==> src/rtl/mux_ser_pkg.sv <==
// Shared types and constants for the 16-bit mux serializer.
// Select start/end positions depend on the bit order (MSB_FIRST).
package mux_ser_pkg;

    localparam int unsigned WORD_W = 16;
    localparam int unsigned SEL_W  = 4;

    typedef enum logic [1:0] {
        StIdle,
        StSend,
        StPar
    } state_e;

    localparam logic [SEL_W-1:0] SEL_FIRST_LSB = 4'd0;
    localparam logic [SEL_W-1:0] SEL_LAST_LSB  = 4'd15;
    localparam logic [SEL_W-1:0] SEL_FIRST_MSB = 4'd15;
    localparam logic [SEL_W-1:0] SEL_LAST_MSB  = 4'd0;

    function automatic logic [SEL_W-1:0] sel_first(input bit msb_first);
        return msb_first ? SEL_FIRST_MSB : SEL_FIRST_LSB;
    endfunction

    function automatic logic [SEL_W-1:0] sel_last(input bit msb_first);
        return msb_first ? SEL_LAST_MSB : SEL_LAST_LSB;
    endfunction

endpackage

==> src/rtl/Mux_16X1.sv <==
// 16:1 single-bit multiplexer: Y = I[S].
module Mux_16X1 (
    input  logic [15:0] I,
    input  logic [3:0]  S,
    output logic        Y
);

    assign Y = I[S];

endmodule

==> src/rtl/mux_serializer.sv <==
// Parallel-to-serial front-end sweeping the select of a 16:1 mux, one bit per accepted beat.
// Optional trailing even-parity beat when MUX_SER_PARITY_EN is defined.
module mux_serializer
    import mux_ser_pkg::*;
#(
    parameter bit MSB_FIRST = 1'b0
) (
    input  logic              clk,
    input  logic              rst_n,
    input  logic              in_valid,
    output logic              in_ready,
    input  logic [WORD_W-1:0] I,
    output logic [SEL_W-1:0]  S,
    output logic              ser_bit,
    output logic              ser_valid,
    input  logic              ser_ready,
    output logic              ser_last,
    output logic              done
);

    localparam logic [SEL_W-1:0] SelFirst = sel_first(MSB_FIRST);
    localparam logic [SEL_W-1:0] SelLast  = sel_last(MSB_FIRST);

    state_e            state_q, state_d;
    logic [WORD_W-1:0] data_q;
    logic [SEL_W-1:0]  sel_q;
    logic              done_q;
    logic              mux_y;
    logic              beat_acc;
    logic              word_acc;

    assign beat_acc = ser_valid & ser_ready;
    assign word_acc = in_valid & in_ready;

    Mux_16X1 u_mux (
        .I (data_q),
        .S (sel_q),
        .Y (mux_y)
    );

    always_ff @(posedge clk) begin
        if (!rst_n) begin
            state_q <= StIdle;
        end else begin
            state_q <= state_d;
        end
    end

    always_comb begin
        state_d = state_q;
        unique case (state_q)
            StIdle: begin
                if (in_valid) state_d = StSend;
            end
            StSend: begin
                if (beat_acc && sel_q == SelLast) begin
`ifdef MUX_SER_PARITY_EN
                    state_d = StPar;
`else
                    state_d = StIdle;
`endif
                end
            end
`ifdef MUX_SER_PARITY_EN
            StPar: begin
                if (beat_acc) state_d = StIdle;
            end
`endif
            default: state_d = StIdle;
        endcase
    end

    always_comb begin
        in_ready  = (state_q == StIdle);
        ser_valid = (state_q != StIdle);
`ifdef MUX_SER_PARITY_EN
        ser_last  = (state_q == StPar);
        ser_bit   = (state_q == StPar) ? ^data_q : mux_y;
`else
        ser_last  = (state_q == StSend) && (sel_q == SelLast);
        ser_bit   = mux_y;
`endif
    end

    // Select stops at its last value; only the final accepted beat reloads it.
    always_ff @(posedge clk) begin
        if (!rst_n) begin
            data_q <= '0;
            sel_q  <= SelFirst;
            done_q <= 1'b0;
        end else begin
            done_q <= beat_acc & ser_last;
            if (word_acc) begin
                data_q <= I;
                sel_q  <= SelFirst;
            end else if (beat_acc && ser_last) begin
                sel_q <= SelFirst;
            end else if (beat_acc && sel_q != SelLast) begin
                sel_q <= MSB_FIRST ? sel_q - SEL_W'(1) : sel_q + SEL_W'(1);
            end
        end
    end

    assign S    = sel_q;
    assign done = done_q;

endmodule

==> config.mk <==
export PLATFORM = sky130hd
export DESIGN_NAME = mux_serializer
export DESIGN_NICKNAME = d
export VERILOG_FILES = /design/src/rtl/mux_ser_pkg.sv /design/src/rtl/Mux_16X1.sv /design/src/rtl/mux_serializer.sv
export SDC_FILE = /design/constraint.sdc
export NUM_CORES = 1
export LEC_CHECK = 0
export ABC_AREA = 1
export CELL_PAD_IN_SITES_DETAIL_PLACEMENT = 1
export CELL_PAD_IN_SITES_GLOBAL_PLACEMENT = 1
export CORE_ASPECT_RATIO = 1.4
export CORE_MARGIN = 1
export CORE_UTILIZATION = 33
export CTS_BUF_LIST = sky130_fd_sc_hd__clkbuf_16
export DETAILED_ROUTE_END_ITERATION = 16
export PLACE_DENSITY_LB_ADDON = 0.1
export SETUP_SLACK_MARGIN = 0.15
export SKIP_CTS_REPAIR_TIMING = 1
export SLEW_MARGIN = 0
export SYNTH_ARGS = -nofsm -noshare
export SYNTH_HDL_FRONTEND = slang
export SYNTH_SLANG_ARGS = --single-unit
==> constraint.sdc <==
create_clock -name clk -period 3.81 [get_ports clk]
set_input_delay 1.143 -clock clk [delete_from_list [all_inputs] [get_ports clk]]
set_output_delay 1.143 -clock clk [all_outputs]
set_load 0.02 [all_outputs]
======== Word level (Yosys, flattened, before mapping) ========
Cells that the tools add are included.
Widths: inputs -> output; s select.
storage, ports and cells
  flip-flop bits (word level) ............. 23
  input bits .............................. 20
  output and inout port bits .............. 9
  word-level logic and storage cells ...... 28
operators by class
  $add $sub $neg .......................... 1
  magnitude comparators ................... 1
  equal/unequal tests ..................... 5
  muxes and demuxes ....................... 5
  bitwise gates (word level) .............. 4
  reduce and logical (&&, ||, !) cells .... 8
operator list
  operator             number
  $lt 4x5->1 const B   1
  $add 4x1->4 const B  1
  $bmux 1 s4           1
  $eq 4x4->1 const B   1
  $logic_and 1x1->1    4
  $mux 2               2
  $ne 2x2->1 const B   2
  $ne 4x4->1 const B   1
  $pmux 2 s2           1
  $and 1x1->1          3
  $reduce_or 3->1      1
  $eq 2x1->1 const B   1
  $logic_not 2->1      1
  $reduce_and 2->1     1
  $reduce_bool 2->1    1
  $mux 1               1
  $not 1->1            1

======== Depth between registers and ports, before layout ========
  depth in word-level cells ............... 5
  mapped depth ............................ 6
  gate-level depth less buffers ........... 6

======== By module ========
Synthesis repeated with hierarchy kept, for this count alone.
unflattened totals
  cell total of the unflattened synthesis .. 162
  area, all modules ....................... 1092.3 µm²
modules (own cells, without submodules)
  module          times used  cells an instance  area an instance (µm²)  sequential area each (µm²)
  mux_serializer  1           112                862.1                   440.4
  Mux_16X1        1           50                 230.2                   0.0

======== Least setup slack after synthesis ========
No wires, ideal clock.
  path kind ............................... flip-flop to output port
  start ................................... reg sel_q[0] (netlist: S[0])
  end ..................................... out ser_bit
  arrival time ............................ 1122 ps
  required time ........................... 2667 ps
  slack ................................... 1545 ps
  stages on the path, launching flop included .. 7
  buffers on the path ..................... 0
  cell sequence ........................... dfxtp_1 inv_1 nand2_1 nand3_1 nand3_1 nand3_1 nand2_1
on the way
  cells in the longest elaborated chain, start to end .. 2
RTL lines
  what                          RTL line              text
  start: declaration            mux_serializer.sv:26  logic [SEL_W-1:0] sel_q;
  start signal: assignment      mux_serializer.sv:89  sel_q <= SelFirst;
  start signal: assignment      mux_serializer.sv:95  sel_q <= SelFirst;
  start signal: assignment      mux_serializer.sv:97  sel_q <= SelFirst;
  $bmux 1 s4                    Mux_16X1.sv:8         assign Y = I[S];
  $mux 1 (implied by the code)  Mux_16X1.sv:8
  end: declaration              mux_serializer.sv:14  output logic ser_bit,
Every way passes these cells. The select of a mux whose other input is x is not followed.

======== Final worst setup path ========
Ends and elaborated chain as after synthesis.

==> flow_metrics.env <==
export IMPL_status="finished clean"
export IMPL_p_leak_nw=0.559
export IMPL_synth_edf_count=0
export IMPL_combPwrFrac=0.154
export IMPL_yosys_top_cells_count="nand2_1 (26), dfxtp_1 (22), inv_1 (22)"
export IMPL_ys_warn_count=0
export IMPL_hp_class="reg -> reg"
export IMPL_die_w_um=49.2
export IMPL_pwr_share_clk=0.392
export IMPL_final_util=0.477
export IMPL_setup_viol_count_final=0
export IMPL_vdd_drop_max_mv=0.165
export IMPL_start_kind="flip-flop"
export IMPL_ys_seq_area_frac=0.428
export IMPL_grt_antenna_before_repair=0
export IMPL_reg2reg_slack_ns=2.29
export IMPL_pin_count=29
export IMPL_clk_path_buf_depth=2
export IMPL_skew_ns=0.00109
export IMPL_postSynthAreaPerCell_um2=7.24
export IMPL_grt_max_degree=33
export IMPL_worst_r2r_endpoint="S[2]$_SDFFE_PP0P_"
export IMPL_crit_type="reg -> out"
export IMPL_yosysTopAreaCell="dfxtp_1"
export IMPL_drive_above_1_share=0.0714
export IMPL_power_density_mw_per_mm2=402
export IMPL_crit_path_max_fanout=15
export IMPL_drt_initial_drc_count=10
export IMPL_slew_viol_final=0
export IMPL_insertion_delay_ns=0.25
export IMPL_h_tree_depth=1
export IMPL_cts_sink_count=22
export IMPL_clk_transition_reported_paths_ns=0.06
export IMPL_p_sw_w=0.000132
export IMPL_ys_ff_latch=22
export IMPL_holdPathStages=2
export IMPL_switching_share=0.238
export IMPL_grt_pass1_vias=998
export IMPL_grt_pass1_wl_um=4460
export IMPL_io_buffers=28
export IMPL_drt_total_wl_um=2690
export IMPL_final_nets=191
export IMPL_power_internal_w=0.000424
export IMPL_area_growth_pct=34.8
export IMPL_core_area_mm2=0.00291
export IMPL_synth_area_mm2=0.00103
export IMPL_place_congestion=0.754
export IMPL_rsz0062_at_grt="false"
export IMPL_hold_viol_final=0
export IMPL_placementRows=23
export IMPL_cp_end_kind="output port"
export IMPL_die_h_um=68.1
export IMPL_drtAntennaViolNets=0
export IMPL_fmax_ghz=0.309
export IMPL_syn_num_nets=163
export IMPL_tns_ns=0
export IMPL_diodes=0
export IMPL_synthArstFlopShare=0
export IMPL_synth_area_leaders="dfxtp_1 (43%), nand2_1 (9.5%), o21ai_1 (8.3%), inv_1 (8.0%), a21oi_1 (7.8%)"
export IMPL_vias_per_cell=4.79
export IMPL_max_slew_margin=0.571
export IMPL_crit_required_ns=2.67
export IMPL_synthDistinctLibCells=17
export IMPL_gr_total_overflow=0
export IMPL_synth_most_common_cell="nand2_1"
export IMPL_cts_root_buf="clkbuf_16"
export IMPL_numCtsBuffers=3
export IMPL_seq_power_share=0.454
export IMPL_gr_usage_all_layers=0.178
export IMPL_cts_tree="yes"
export IMPL_min_period_ns=3.24
export IMPL_drc=0
export IMPL_min_from="data_q[2]$_SDFFE_PN0P_"
export IMPL_critPathArrivalTime_ns=2.10
export IMPL_syn_inst=142
export IMPL_worstMarginPinSlew_ns=0.642
export IMPL_holdPathEnd="data_q[2]$_SDFFE_PN0P_"
export IMPL_rr_worst_depth=6
export IMPL_dpl_hpwl_um=1920
export IMPL_routedWlPerCell_um=13.1
export IMPL_crit_reg2reg_launch="S[0]$_SDFFE_PP0P_"
export IMPL_cap_violations=0
export IMPL_period_share=0.851
export IMPL_start_util=0.354
export IMPL_dieArea_mm2=0.00335
export IMPL_synth_flop_cell="dfxtp_1"
export IMPL_drt_pass1_iterations=2
export IMPL_synth_top_area_frac=0.428
export IMPL_num_vias=982
[worst max path at each step]
stage	from	end	slack (ns)	cells after the start
after floorplan	S[0]$_SDFFE_PP0P_	ser_bit	1.55	6
after global placement	S[0]$_SDFFE_PP0P_	ser_bit	0.93	7
after detailed placement	S[0]$_SDFFE_PP0P_	ser_bit	0.86	7
after CTS	S[0]$_SDFFE_PP0P_	ser_bit	0.54	7
after global routing	S[0]$_SDFFE_PP0P_	ser_bit	0.40	7
final	S[0]$_SDFFE_PP0P_	ser_bit	0.57	7
[layout make-up]
| cell class | count | area [µm²] |
|---|---|---|
| fillers | 367 | 1520 |
| multi-input cells | 92 | 458 |
| flip-flops and latches | 22 | 440 |
| repair buffers | 28 | 280 |
| inverters | 23 | 86.3 |
| clock buffers | 3 | 75.1 |
| well taps | 37 | 46.3 |
[per-layer routing]
layer  part of all wire  vias to the layer above  wire length, µm  GRT usage
li1                   -                      508                -          -
met1               0.45                      452             1220      0.205
met2               0.48                       18             1300      0.318
met3              0.043                        4              115     0.0222
met4              0.019                        0               51     0.0993
met5                  0                        -                0          0
[power groups by stage]
stage	Sequential [W]	Clock, W	Combinational (W)
6_report	0.000253	0.000218	0.0000860
5_1_grt	0.000254	0.000230	0.0000976
4_1_cts	0.000253	0.000225	0.0000879
3_5_place_dp	0.000258	0	0.0000868
3_3_place_gp	0.000257	0	0.0000841
2_1_floorplan	0.000257	0	0.0000514
[sequential cells by signal, indices dropped and copies added, names as in the netlist]
name,count
S,4
data_q,16
done,1
state_q,1
[layout by cell type (no fill, tap or decap), drive strengths merged]
| cell | Yosys | routed |
|---|---|---|
| nor2 | 9 | 9 |
| ha | 1 | 1 |
| a21oi | 18 | 18 |
| inv | 23 | 23 |
| clkbuf | 0 | 3 |
| nand3 | 15 | 15 |
| dfxtp | 22 | 22 |
| nand2 | 29 | 29 |
| o21ai | 20 | 20 |
| clkdlybuf4s50 | 0 | 28 |
[kinds of logic (layout without fill, tap and decap cells)]
logic type / count (synthesis) / after routing / share of synthesized area
simple gates: 53 / 53 / 0.241
compound gates: 38 / 38 / 0.192
buf+inv: 28 / 54 / 0.127
flops: 22 / 22 / 0.428
fa+ha+maj: 1 / 1 / 0.0122
[per-stage QoR]
step / hold slack, ns / total power, W / cells / instance area, µm² / setup slack, ns
floorplan: 0.425 / 0.000308 / 142 / 1030 / 1.55
global placement: 0.449 / 0.000341 / 202 / 1310 / 0.934
detailed placement: 0.452 / 0.000344 / 202 / 1310 / 0.860
CTS: 0.461 / 0.000565 / 205 / 1390 / 0.542
global route: 0.489 / 0.000582 / 205 / 1390 / 0.399
finish: 0.461 / 0.000557 / 205 / 1390 / 0.569
[critical path, cell delays in order, from the launching register on]
cell and delay, ns:
dfxtp_1 0.61, inv_1 0.23, nand2_1 0.12, nand3_1 0.07
nand3_1 0.08, nand3_1 0.08, nand2_1 0.07, clkdlybuf4s50_1 0.60
Note: power is estimated with default switching activity, not from simulation.
